**src/rtl/amstrad_mem_arbiter_if.sv**
```systemverilog
// Bus bundle for amstrad_mem_arbiter.
// Carries the three requester handshakes (video, CPU, loader), the single
// RAM controller command/response port and the current-owner indication.
//   slave  : arbiter view (takes requests and RAM responses, drives acks,
//            read data, the RAM command and grant)
//   master : environment view (requesters plus RAM controller)
interface amstrad_mem_arbiter_if;
  // video fetch path (word reads)
  logic        vid_req;
  logic [14:0] vid_addr;
  logic [15:0] vid_dout;
  logic        vid_ack;
  // CPU memory path (byte access, MMU-translated address)
  logic        cpu_req;
  logic        cpu_we;
  logic [22:0] cpu_addr;
  logic [7:0]  cpu_din;
  logic [7:0]  cpu_dout;
  logic        cpu_ack;
  // ROM/disk loader (byte writes)
  logic        ld_req;
  logic [22:0] ld_addr;
  logic [7:0]  ld_din;
  logic        ld_ack;
  // RAM controller port
  logic        ram_req;
  logic        ram_we;
  logic [22:0] ram_addr;
  logic [1:0]  ram_be;
  logic [15:0] ram_din;
  logic [15:0] ram_dout;
  logic        ram_ready;
  // current owner: 0=none 1=video 2=CPU 3=loader
  logic [1:0]  grant;

  modport slave (
    input  vid_req, vid_addr,
    input  cpu_req, cpu_we, cpu_addr, cpu_din,
    input  ld_req, ld_addr, ld_din,
    input  ram_dout, ram_ready,
    output vid_dout, vid_ack,
    output cpu_dout, cpu_ack,
    output ld_ack,
    output ram_req, ram_we, ram_addr, ram_be, ram_din,
    output grant
  );

  modport master (
    output vid_req, vid_addr,
    output cpu_req, cpu_we, cpu_addr, cpu_din,
    output ld_req, ld_addr, ld_din,
    output ram_dout, ram_ready,
    input  vid_dout, vid_ack,
    input  cpu_dout, cpu_ack,
    input  ld_ack,
    input  ram_req, ram_we, ram_addr, ram_be, ram_din,
    input  grant
  );
endinterface

```
**src/rtl/amstrad_mem_arbiter.sv**
```systemverilog
// amstrad_mem_arbiter
// Shares the single 16-bit external RAM port between the video fetch path,
// the CPU memory path and the ROM/disk loader. Fixed priority
// video > CPU > loader; every transaction walks IDLE -> ISSUE -> WAIT -> DONE
// (4 cycles minimum), and the owner's ack is a one-cycle strobe in DONE.
//
// Ports:
//   clk      system clock
//   reset_n  asynchronous active-low reset (RAM controller shares the net)
//   bus      amstrad_mem_arbiter_if.slave: requester handshakes, RAM
//            command/response port, grant
//
// Parameters:
//   VID_BASE   byte base address added to the video word address
//   LD_STARVE  grants a pending loader may lose before it is promoted
//
// Build option:
//   ARB_LD_STARVE_EN  when defined, a pending loader that has lost
//                     LD_STARVE grants beats the CPU (never video).
//                     Undefined: strict priority, no counter.
module amstrad_mem_arbiter #(
  parameter logic [22:0] VID_BASE  = 23'h000000,
  parameter int          LD_STARVE = 8
) (
  input logic                  clk,
  input logic                  reset_n,
  amstrad_mem_arbiter_if.slave bus
);

  typedef enum logic [1:0] {IDLE, ISSUE, WAIT, DONE} state_t;
  typedef enum logic [1:0] {
    G_NONE = 2'd0,
    G_VID  = 2'd1,
    G_CPU  = 2'd2,
    G_LD   = 2'd3
  } owner_t;

  typedef struct packed {
    logic [22:0] addr;
    logic        we;
    logic [1:0]  be;
    logic [15:0] din;
  } ram_cmd_t;

  if (LD_STARVE < 1) begin : g_bad_cfg
    $error("amstrad_mem_arbiter: LD_STARVE must be at least 1");
  end

  state_t   state;
  owner_t   owner;
  ram_cmd_t cmd;
  logic     ram_req_q;
  logic     vid_ack_q, cpu_ack_q, ld_ack_q;
  logic [15:0] vid_dout_q;
  logic [7:0]  cpu_dout_q;

  // ---------------------------------------------------------------------
  // Loader promotion
  // ---------------------------------------------------------------------
  logic ld_promote;

`ifdef ARB_LD_STARVE_EN
  localparam int SW = $clog2(LD_STARVE + 1);
  logic [SW-1:0] starve;

  assign ld_promote = (starve == SW'(LD_STARVE));
`else
  assign ld_promote = 1'b0;
`endif

  // ---------------------------------------------------------------------
  // Arbitration and command formation (only consumed in IDLE)
  // ---------------------------------------------------------------------
  owner_t   win;
  ram_cmd_t win_cmd;

  always_comb begin
    win = G_NONE;
    if (bus.vid_req)                    win = G_VID;
    else if (bus.ld_req && ld_promote)  win = G_LD;
    else if (bus.cpu_req)               win = G_CPU;
    else if (bus.ld_req)                win = G_LD;
  end

  always_comb begin
    win_cmd = '0;
    case (win)
      G_VID: begin
        // word address -> byte address, wraps modulo 2^23
        win_cmd.addr = VID_BASE + {7'd0, bus.vid_addr, 1'b0};
        win_cmd.be   = 2'b11;
      end
      G_CPU: begin
        win_cmd.addr = bus.cpu_addr;
        win_cmd.we   = bus.cpu_we;
        if (bus.cpu_we) begin
          // byte write: replicate data, enable the lane picked by addr[0]
          win_cmd.be  = bus.cpu_addr[0] ? 2'b10 : 2'b01;
          win_cmd.din = {bus.cpu_din, bus.cpu_din};
        end else begin
          win_cmd.be  = 2'b11;
        end
      end
      G_LD: begin
        win_cmd.addr = bus.ld_addr;
        win_cmd.we   = 1'b1;
        win_cmd.be   = bus.ld_addr[0] ? 2'b10 : 2'b01;
        win_cmd.din  = {bus.ld_din, bus.ld_din};
      end
      default: ;
    endcase
  end

  // ---------------------------------------------------------------------
  // Transaction FSM; every output is a register
  // ---------------------------------------------------------------------
  always_ff @(posedge clk or negedge reset_n) begin
    if (!reset_n) begin
      state      <= IDLE;
      owner      <= G_NONE;
      cmd        <= '0;
      ram_req_q  <= 1'b0;
      vid_ack_q  <= 1'b0;
      cpu_ack_q  <= 1'b0;
      ld_ack_q   <= 1'b0;
      vid_dout_q <= '0;
      cpu_dout_q <= '0;
    end else begin
      // acks are strobes: only the WAIT->DONE edge raises one
      vid_ack_q <= 1'b0;
      cpu_ack_q <= 1'b0;
      ld_ack_q  <= 1'b0;
      case (state)
        IDLE: begin
          owner <= win;
          if (win != G_NONE) begin
            cmd       <= win_cmd;
            ram_req_q <= 1'b1;
            state     <= ISSUE;
          end
        end
        ISSUE: state <= WAIT;
        WAIT: begin
          if (bus.ram_ready) begin
            ram_req_q <= 1'b0;
            state     <= DONE;
            case (owner)
              G_VID: begin
                vid_dout_q <= bus.ram_dout;
                vid_ack_q  <= 1'b1;
              end
              G_CPU: begin
                cpu_ack_q <= 1'b1;
                if (!cmd.we)
                  cpu_dout_q <= cmd.addr[0] ? bus.ram_dout[15:8] : bus.ram_dout[7:0];
              end
              G_LD:    ld_ack_q <= 1'b1;
              default: ;
            endcase
          end
        end
        DONE:    state <= IDLE;
        default: state <= IDLE;
      endcase
    end
  end

`ifdef ARB_LD_STARVE_EN
  // Counts grants lost by a waiting loader; saturates at LD_STARVE, and a
  // loader grant or a dropped ld_req clears it.
  always_ff @(posedge clk or negedge reset_n) begin
    if (!reset_n)
      starve <= '0;
    else if (!bus.ld_req || (state == IDLE && win == G_LD))
      starve <= '0;
    else if (state == IDLE && (win == G_VID || win == G_CPU) && !ld_promote)
      starve <= starve + 1'b1;
  end
`endif

  assign bus.ram_req  = ram_req_q;
  assign bus.ram_we   = cmd.we;
  assign bus.ram_addr = cmd.addr;
  assign bus.ram_be   = cmd.be;
  assign bus.ram_din  = cmd.din;
  assign bus.vid_ack  = vid_ack_q;
  assign bus.cpu_ack  = cpu_ack_q;
  assign bus.ld_ack   = ld_ack_q;
  assign bus.vid_dout = vid_dout_q;
  assign bus.cpu_dout = cpu_dout_q;
  assign bus.grant    = owner;

endmodule

```
**src/flat_wrapper.sv**
```systemverilog
// flat-port wrapper written by rule: the top's interface ports become plain ports
module amstrad_mem_arbiter_flat 
#(
  parameter logic [22:0] VID_BASE  = 23'h000000,
  parameter int          LD_STARVE = 8
)
  (clk, reset_n, bus_vid_req, bus_vid_addr, bus_cpu_req, bus_cpu_we, bus_cpu_addr, bus_cpu_din, bus_ld_req, bus_ld_addr, bus_ld_din, bus_ram_dout, bus_ram_ready, bus_vid_dout, bus_vid_ack, bus_cpu_dout, bus_cpu_ack, bus_ld_ack, bus_ram_req, bus_ram_we, bus_ram_addr, bus_ram_be, bus_ram_din, bus_grant);
  amstrad_mem_arbiter_if bus_i ();
  input logic clk;
  input logic reset_n;
  input wire logic [$bits(bus_i.vid_req)-1:0] bus_vid_req;
  input wire logic [$bits(bus_i.vid_addr)-1:0] bus_vid_addr;
  input wire logic [$bits(bus_i.cpu_req)-1:0] bus_cpu_req;
  input wire logic [$bits(bus_i.cpu_we)-1:0] bus_cpu_we;
  input wire logic [$bits(bus_i.cpu_addr)-1:0] bus_cpu_addr;
  input wire logic [$bits(bus_i.cpu_din)-1:0] bus_cpu_din;
  input wire logic [$bits(bus_i.ld_req)-1:0] bus_ld_req;
  input wire logic [$bits(bus_i.ld_addr)-1:0] bus_ld_addr;
  input wire logic [$bits(bus_i.ld_din)-1:0] bus_ld_din;
  input wire logic [$bits(bus_i.ram_dout)-1:0] bus_ram_dout;
  input wire logic [$bits(bus_i.ram_ready)-1:0] bus_ram_ready;
  output wire logic [$bits(bus_i.vid_dout)-1:0] bus_vid_dout;
  output wire logic [$bits(bus_i.vid_ack)-1:0] bus_vid_ack;
  output wire logic [$bits(bus_i.cpu_dout)-1:0] bus_cpu_dout;
  output wire logic [$bits(bus_i.cpu_ack)-1:0] bus_cpu_ack;
  output wire logic [$bits(bus_i.ld_ack)-1:0] bus_ld_ack;
  output wire logic [$bits(bus_i.ram_req)-1:0] bus_ram_req;
  output wire logic [$bits(bus_i.ram_we)-1:0] bus_ram_we;
  output wire logic [$bits(bus_i.ram_addr)-1:0] bus_ram_addr;
  output wire logic [$bits(bus_i.ram_be)-1:0] bus_ram_be;
  output wire logic [$bits(bus_i.ram_din)-1:0] bus_ram_din;
  output wire logic [$bits(bus_i.grant)-1:0] bus_grant;
  assign bus_i.vid_req = bus_vid_req;
  assign bus_i.vid_addr = bus_vid_addr;
  assign bus_i.cpu_req = bus_cpu_req;
  assign bus_i.cpu_we = bus_cpu_we;
  assign bus_i.cpu_addr = bus_cpu_addr;
  assign bus_i.cpu_din = bus_cpu_din;
  assign bus_i.ld_req = bus_ld_req;
  assign bus_i.ld_addr = bus_ld_addr;
  assign bus_i.ld_din = bus_ld_din;
  assign bus_i.ram_dout = bus_ram_dout;
  assign bus_i.ram_ready = bus_ram_ready;
  assign bus_vid_dout = bus_i.vid_dout;
  assign bus_vid_ack = bus_i.vid_ack;
  assign bus_cpu_dout = bus_i.cpu_dout;
  assign bus_cpu_ack = bus_i.cpu_ack;
  assign bus_ld_ack = bus_i.ld_ack;
  assign bus_ram_req = bus_i.ram_req;
  assign bus_ram_we = bus_i.ram_we;
  assign bus_ram_addr = bus_i.ram_addr;
  assign bus_ram_be = bus_i.ram_be;
  assign bus_ram_din = bus_i.ram_din;
  assign bus_grant = bus_i.grant;
  amstrad_mem_arbiter #(.VID_BASE(VID_BASE), .LD_STARVE(LD_STARVE)) u_core (.clk(clk), .reset_n(reset_n), .bus(bus_i));
endmodule
```
**config.mk**
```make
export PLATFORM = sky130hd
export DESIGN_NAME = amstrad_mem_arbiter_flat
export DESIGN_NICKNAME = d
export VERILOG_FILES = /design/src/rtl/amstrad_mem_arbiter_if.sv /design/src/rtl/amstrad_mem_arbiter.sv /design/src/flat_wrapper.sv
export SDC_FILE = /design/constraint.sdc
export NUM_CORES = 1
export LEC_CHECK = 0
export CORE_ASPECT_RATIO = 1.25
export CORE_MARGIN = 3
export CORE_UTILIZATION = 42
export CTS_CLUSTER_SIZE = 10
export DETAILED_ROUTE_END_ITERATION = 8
export PLACE_DENSITY = 0.86
export SYNTH_ARGS = -nofsm -noshare
export SYNTH_HDL_FRONTEND = slang
export SYNTH_SLANG_ARGS = --single-unit
```
**constraint.sdc**
```tcl
create_clock -name clk -period 5 [get_ports clk]
set_clock_uncertainty 0.2 [all_clocks]
set_input_delay 0.75 -clock clk [delete_from_list [all_inputs] [get_ports clk]]
set_output_delay 0.75 -clock clk [all_outputs]
set_load 0.02 [all_outputs]
```
### Word-level counts from Yosys, hierarchy flattened

Index checks and enable logic that the tools add are counted.

* register bits: 74
* bits of input ports: 100
* output and inout bits: 72
* logic and storage cells: 59

* equality and inequality tests: 11
* multiplexer cells: 27
* bitwise logic cells: 1
* reductions and logical operators: 8

Operators by type and width (count)
* $pmux 23 s3: 1
* $pmux 16 s2: 1
* $mux 16: 1
* $mux 2: 8
* $eq 2x2->1 const B: 6
* $mux 1: 11
* $mux 8: 1
* $pmux 2 s4: 1
* $eq 2x1->1 const B: 3
* $pmux 2 s3: 1
* $reduce_and 3->1: 2
* $pmux 1 s2: 2
* $reduce_and 2->1: 2
* $reduce_and 4->1: 1
* $reduce_bool 2->1: 2
* $logic_not 2->1: 1
* $ne 2x1->1 const B: 1
* $ne 2x2->1 const B: 1
* $not 1->1: 1

### Logic depth before layout (Yosys ltp)

Gate-level depths: netlist (run 1).

* depth in word-level cells: 6
* depth in mapped cells: 8
* gate-level depth less buffers: 5

### Least setup slack after synthesis (run 1)

No wires, ideal clock.

* path type: input to register
* start point: input port bus_ram_ready
* end point: register u_core.vid_dout_q[10] (netlist: u_core.bus.vid_dout[10])
* setup time: 0.125 ns
* arrival: 1.676 ns
* required time: 4.675 ns
* slack: 2.999 ns
* cell stages on the path: 5
* path buffers: 2
* cell sequence: nand2_1 -> or3_4 -> buf_6 -> buf_12 -> mux2_4

* cells in the longest elaborated chain, start to end: 1

RTL lines
* start, declared: line flat_wrapper.sv:21 `input wire logic [$bits(bus_i.ram_ready)-1:0] bus_ram_ready;`
* $reduce_and 3->1 (no line)
* end signal, assigned: line amstrad_mem_arbiter.sv:149 `vid_dout_q <= bus.ram_dout;`
* end, declared: line amstrad_mem_arbiter.sv:54 `logic [15:0] vid_dout_q;`

No other way between the ends.
A chain may end at the register's enable or synchronous reset.

### Worst setup path in the final report (run 1)

* start point: input port bus_vid_req
* end point: register u_core.cmd (netlist bit u_core.bus.ram_addr[9])

* cells in the longest elaborated chain, start to end: 3
* elaborated cells on any way between the ends: 7
* those cells by class: 3 x eq/ne; 2 x mux; 2 x reduce/logical

RTL lines
* start, declared: line flat_wrapper.sv:11 `input wire logic [$bits(bus_i.vid_req)-1:0] bus_vid_req;`
* $mux 2 (*): line amstrad_mem_arbiter.sv:79 `if (bus.vid_req) win = G_VID;`
* $eq 2x2->1, or another cell as far along: line amstrad_mem_arbiter.sv:87 `case (win)`
* $pmux 23 s3 / $reduce_and 2->1 (equally long branches)
* end signal, assigned: line amstrad_mem_arbiter.sv:137 `cmd <= win_cmd;`
* end, declared: line amstrad_mem_arbiter.sv:51 `ram_cmd_t cmd;`

Every way passes the cells marked *; elsewhere a longest branch is shown, timed or not.

==> impl_metrics.toml, run 1 <==
[clock_tree]
cts-resized-gates = 0
cts_tree = "built"
hold_buffers = 0
cts_root_buffer = "clkbuf_8"
cts_inserted_buffers = 9
h-tree-depth = 3
clk_path_buf_depth = 2
clk_pin_slew_ns = 0.08
cts_setup_buffers = 0
clkLatencyLatePin_ns = 0.35
cts.sinks = 66

[sta]
fin_crit_sh = 0.606
fin_crit_ns = 3.03
tns_ns = 0
finalWorstSetupSlack_ns = 1.97
setup_viol = 0
drv_slew = 0
clock.fmax_mhz = 330
worst_pin_slew_ns = 1.10
rsz0062_at_grt = "false"
slew_headroom = 0.259
hold_violations = 0

[global_routing]
overflow = 0
grt_pass1_vias = 3043
antenna_found_initial = 0
track_usage = 0.244
grt_pass1_wl_mm = 16.2
grt_max_degree = 67

[floorplan]
die_h_um = 103
ios = 172
die_area_um2 = 8590
core_um2 = 7100
row_count = 34
start_util = 0.444
fp.dieW_um = 83.5

[logic_synthesis]
avgSynthCellArea_um2 = 11.0
synthesis.nets = 389
syn-cell-area_um2 = 3150
synth_top_family_by_area = "compound AO/OA/AOI/OAI gates"
synth_cells = 287
yosys.area_share.simple = 0.0980
synth_compound_area_frac = 0.179
ys_ff_latch = 66
synthMuxAreaShare = 0.129
ys_types = 33
ys_seq_area_frac = 0.524
synth_fa_ha_area_frac = 0.00794
synthXorXnorAreaFrac = 0
ys.warnings.count = 0

[finish]
n_fill_cell = 474
utilization = 0.714
synthToLayoutAreaGrowth_pct = 60.8
drive_above_1_share = 0.132
final_nets = 545
diodes = 0

[worst_hold_path]
hold_path_class = "reg -> reg"

[place]
port_buffers = 171
dp_slack_ns = 1.62
dp_hpwl_mm = 7.28
gp_congestion = 0.820

[setup_path]
critPathRequiredTime_ns = 5.07
critical_path_arrival_ns = 3.10
startpoint_type = "primary input"
critical_path_class = "in -> reg"
endpoint_kind = "flip-flop"
worstPathMaxFanout = 24

[power_and_ir_drop]
worst_ir_drop_vdd_mv = 0.291
power_density_nw_per_um2 = 595
p_leak_nw = 2.10

[status]
status = "finished, final reports clean"

[detailed_routing]
wl_per_cell_um = 19.2
via_per_inst = 5.53
route.detailed.drc = 0
drt_wl_total_mm = 10.3
detail-route-antenna-nets = 0
drt_pass1_iterations = 6
drt_iter0_drc = 189
vias = 2976

[job]
drv_cap = 0
-- worst max-delay path, cell delays in order --
cell and delay (ns):
clkdlybuf4s50_1 0.88, nor2b_2 0.98, a22oi_1 0.21, a31oi_1 0.26
-- state kept, by name (all words and copies together), names as in the netlist --
signal	count
u_core.state	2
u_core.bus.vid_ack	1
u_core.bus.cpu_dout	8
u_core.bus.vid_dout	16
u_core.bus.ram_addr	23
u_core.bus.grant	2
u_core.bus.ram_req	1
u_core.bus.ram_din	8
u_core.bus.cpu_ack	1
u_core.bus.ld_ack	1
u_core.bus.ram_be	2
u_core.bus.ram_we	1
-- layout make-up --
class	count	area, µm²	share of cell area
Clock buffer	10	138	0.0271
Timing Repair Buffer	173	1720	0.340
Multi-Input combinational cell	186	1310	0.258
Inverter	7	26.3	0.00518
Tap cell	90	113	0.0222
Clock inverter	6	114	0.0225
Sequential cell	66	1650	0.326
-- cell families (layout without fill, tap and decap cells) --
| group | Yosys count | after routing |
|---|---|---|
| adder cells (fa/ha/maj) | 2 | 2 |
| flip-flops | 66 | 66 |
| AND/OR/NAND/NOR | 68 | 68 |
| AO/OA/AOI/OAI | 83 | 83 |
| buffers and inverters | 35 | 196 |
| multiplexers | 33 | 33 |
-- per-stage QoR --
step | cells | hold WS (ns) | total power, mW | cell area, µm²
final | 538 | 0.299 | 3.02 | 5070
after global routing | 538 | 0.319 | 3.16 | 5070
after CTS | 538 | 0.301 | 3.03 | 5070
after detailed placement | 522 | 0.284 | 2.45 | 4820
after global placement | 522 | 0.272 | 2.40 | 4820
after floorplan | 287 | 0.254 | 1.76 | 3150
-- cell usage after synthesis --
master / n / share of area
dfrtp_1: 66 / 0.52
nor2_1: 36 / 0.043
mux2_2: 24 / 0.086
o21ai_0: 24 / 0.038
a31oi_1: 18 / 0.036
a22oi_1: 15 / 0.036
nand2_1: 13 / 0.015
buf_2: 9 / 0.014
mux2_4: 9 / 0.043
nand3_1: 9 / 0.014
a22o_1: 8 / 0.022
buf_4: 8 / 0.019
a221oi_1: 7 / 0.019
clkbuf_1: 6 / 0.0071
inv_1: 6 / 0.0071
nor2b_1: 4 / 0.0079
a21oi_1: 3 / 0.0048
buf_1: 3 / 0.0036
o22a_1: 3 / 0.0083
ha_1: 2 / 0.0079
nor3_2: 2 / 0.0063
a21o_1: 1 / 0.0024
a32o_1: 1 / 0.0032
buf_12: 1 / 0.0063
buf_6: 1 / 0.0036
inv_2: 1 / 0.0012
nand2b_1: 1 / 0.0020
nor3_1: 1 / 0.0016
nor3b_2: 1 / 0.0040
o311ai_0: 1 / 0.0028
o31a_1: 1 / 0.0028
o31ai_2: 1 / 0.0040
or3_4: 1 / 0.0036
-- power breakdown --
group          switching [mW]  internal (mW)  total (mW)
Combinational           0.746          0.767        1.51
Sequential              0.163          0.777       0.939
Clock                   0.221          0.345       0.566
-- path summary, 6_finish.rpt --
path	startpoint	endpoint	slack, ns	cells past startpoint
min in group asynchronous	reset_n	u_core.bus.vid_dout[14]$_DFFE_PN0P_	0.36	2
min	u_core.state[0]$_DFFE_PN0P_	u_core.state[0]$_DFFE_PN0P_	0.30	1
max in group asynchronous	reset_n	u_core.bus.ram_din[11]$_DFFE_PN0P_	3.70	2
min reg2reg	u_core.state[0]$_DFFE_PN0P_	u_core.state[0]$_DFFE_PN0P_	0.30	1
max	bus_vid_req	u_core.bus.ram_addr[9]$_DFFE_PN0P_	1.97	4
max reg2reg	u_core.state[0]$_DFFE_PN0P_	u_core.bus.ram_addr[10]$_DFFE_PN0P_	2.41	5
-- cells in the final DEF (no fill, tap or decap) --
cell,count
nor3_1,1
o22a_1,3
inv_1,6
clkbuf_8,10
inv_2,1
buf_4,2
or3_4,1
clkinv_4,1
a21oi_1,3
mux2_4,9
a221oi_1,7
nor2b_1,3
o21ai_0,24
o31ai_2,1
clkinvlp_4,2
nor3_2,2
a22oi_1,15
nand3_1,9
bufinv_16,3
dfrtp_1,66
mux2_2,24
clkdlybuf4s50_1,170
a31oi_1,18
nor2b_2,1
nand2_1,13
a22o_1,8
ha_1,2
o311ai_0,1
o31a_1,1
buf_2,1
a32o_1,1
a21o_1,1
nor3b_2,1
nand2b_1,1
nor2_1,36
-- routing by layer --
| layer | track usage | vias up | routed length [µm] |
|---|---|---|---|
| met5 | 0 | - | 0 |
| met1 | 0.281 | 1450 | 3970 |
| met3 | 0.0600 | 18 | 763 |
| met2 | 0.444 | 158 | 5410 |
| met4 | 0.0866 | 0 | 195 |
| li1 | - | 1350 | - |
Power figures use the tool's default switching activity.
==> inputs of run 2 (changes only) <==
--- a/config.mk
+++ b/config.mk
@@ -7,10 +7,10 @@
 export LEC_CHECK = 0
 export CORE_ASPECT_RATIO = 1.25
 export CORE_MARGIN = 3
-export CORE_UTILIZATION = 42
+export CORE_UTILIZATION = 39
 export CTS_CLUSTER_SIZE = 10
 export DETAILED_ROUTE_END_ITERATION = 8
-export PLACE_DENSITY = 0.86
+export PLACE_DENSITY = 0.81
 export SYNTH_ARGS = -nofsm -noshare
 export SYNTH_HDL_FRONTEND = slang
 export SYNTH_SLANG_ARGS = --single-unit
==> constraint.sdc (replaced) <==
create_clock -name clk -period 3.1 [get_ports clk]
set_clock_uncertainty 0.2 [all_clocks]
set_input_delay 0.465 -clock clk [delete_from_list [all_inputs] [get_ports clk]]
set_output_delay 0.465 -clock clk [all_outputs]
set_load 0.02 [all_outputs]
==> impl_metrics.toml, run 2 (synthesized netlist as in run 1, its figures left out) <==
[status]
status = "finished, final reports clean"

[finish]
synthToLayoutAreaGrowth_pct = 61.5
mostFrequentLayoutCell = "clkdlybuf4s50_1"
drive_above_1_share = 0.144
final_nets = 554
seq_area_um2 = 1650
diodes = 0
n_fill_cell = 672
final_cell_mix = "170 x clkdlybuf4s50_1, 66 x dfrtp_1, 36 x nor2_1"
fin_cells = 552
design_area_um2 = 5090
largest_reg_flops = 23
multi_input_area_um2 = 1310

[setup_path]
critical_path_arrival_ns = 1.63
worst_path_largest_cell_delay_ns = 0.69
crit_buf_inv = 1
worst_path_max_delay_cell = "clkdlybuf4s50_1"
critical_path_class = "reg -> out"
critPathRequiredTime_ns = 2.43
crit_family = "buffers and inverters"
path_cells = "clkdlybuf4s50_1"
startpoint_type = "flip-flop"
endpoint_kind = "output port"
worstPathMaxFanout = 10

[floorplan]
core_um2 = 7840
ios = 172
row_count = 36
start_util = 0.402
die_area_um2 = 9210
fp.dieW_um = 86.4
die_h_um = 107

[place]
postPlaceCellArea_um2 = 4900
dp.cells = 535
gp_congestion = 0.826
dp_hpwl_mm = 7.15
port_buffers = 171

[clock_tree]
cts_inserted_buffers = 9
cts_tree = "built"
cts-resized-gates = 0
cts.sinks = 66
clk_pin_slew_ns = 0.07
clkLatencyLatePin_ns = 0.33
h-tree-depth = 3
cts_root_buffer = "clkbuf_8"
clk_path_buf_depth = 2

[detailed_routing]
drt_wl_total_mm = 9.47
vias = 2906
detail-route-antenna-nets = 0
via_per_inst = 5.26
drt_iter0_drc = 125
drt_pass1_iterations = 4
route.detailed.drc = 0
wl_per_cell_um = 17.2

[sta]
drv_slew = 0
clock.fmax_mhz = 435
worst_pin_slew_ns = 0.696
hold_ws_ns = 0.298
rsz0062_at_grt = "false"
slew_headroom = 0.536
fin_crit_ns = 2.30
setup_viol = 0
tns_ns = 0
hold_violations = 0
fin_crit_sh = 0.742

[global_routing]
track_usage = 0.209
grt_pass1_vias = 2986
grt.busiest_layer = "met2"
use_met2 = 0.347
antenna_found_initial = 0
grtUsageMet1 = 0.258
grt_max_degree = 39
overflow = 0
grt.met3_usage = 0.0481
grt_pass1_wl_mm = 15.0

[worst_hold_path]
hold_path_class = "reg -> reg"

[power_and_ir_drop]
power_density_nw_per_um2 = 913
worst_ir_drop_vdd_mv = 0.516
p_leak_nw = 2.13

[job]
drv_cap = 0
==> run 2: cell count changes in the layout (fill, tap and decap cells not counted), sizes merged <==
| cell | change |
|---|---|
| buf | +8 |
| clkinvlp | -1 |
| clkinv | +3 |
| bufinv | -2 |
| dlygate4sd3 | +1 |
==> run 2: report_power, final <==
| group | leakage, nW | total [mW] | internal (mW) | switching (mW) |
|---|---|---|---|---|
| Sequential | 0.800 | 1.52 | 1.25 | 0.266 |
| Clock | 0.0958 | 0.692 | 0.366 | 0.326 |
| Combinational | 1.23 | 2.44 | 1.27 | 1.18 |
==> run 2: path summary, 6_finish.rpt <==
kind / start / to / slack (ns) / depth (start not counted)
worst max-delay path: u_core.bus.ram_addr[0]$_DFFE_PN0P_ / bus_ram_addr[0] / 0.80 / 1
worst min-delay path: u_core.state[0]$_DFFE_PN0P_ / u_core.state[0]$_DFFE_PN0P_ / 0.30 / 1
worst max register to register: u_core.state[0]$_DFFE_PN0P_ / u_core.bus.ram_addr[2]$_DFFE_PN0P_ / 1.08 / 6
worst min register to register: u_core.state[0]$_DFFE_PN0P_ / u_core.state[0]$_DFFE_PN0P_ / 0.30 / 1
max in group asynchronous: reset_n / u_core.bus.vid_dout[12]$_DFFE_PN0P_ / 1.53 / 3
min in group asynchronous: reset_n / u_core.bus.vid_dout[14]$_DFFE_PN0P_ / 0.50 / 2
==> run 2: area by class of cell <==
cell class | instances | area share
Clock buffer | 10 | 0.0251
Clock inverter | 6 | 0.0113
Inverter | 7 | 0.00516
Multi-Input combinational cell | 186 | 0.257
Sequential cell | 66 | 0.324
Tap cell | 95 | 0.0233
Timing Repair Buffer | 182 | 0.354
==> run 2: what timing repair did <==
item                                   CTS  global route
setup endpoints to repair                0             0
hold buffers                             1             0
endpoints found under the hold margin   28             0
setup buffers                            0             0
==> run 2: routing by layer <==
layer  part of all wire  vias up
met5                  0        -
met4              0.022        0
met3              0.067       17
met2               0.52      127
met1               0.40     1396
li1                   -     1366
==> run 2: stage by stage <==
stage | power (mW) | utilization | setup WS (ns)
2_1_floorplan | 2.84 | - | 1.20
3_3_place_gp | 3.91 | 0.625 | 0.730
3_5_place_dp | 3.98 | 0.625 | 0.663
4_1_cts | 4.69 | 0.650 | 0.774
5_1_grt | 4.92 | 0.650 | 0.699
6_report | 4.65 | 0.650 | 0.801
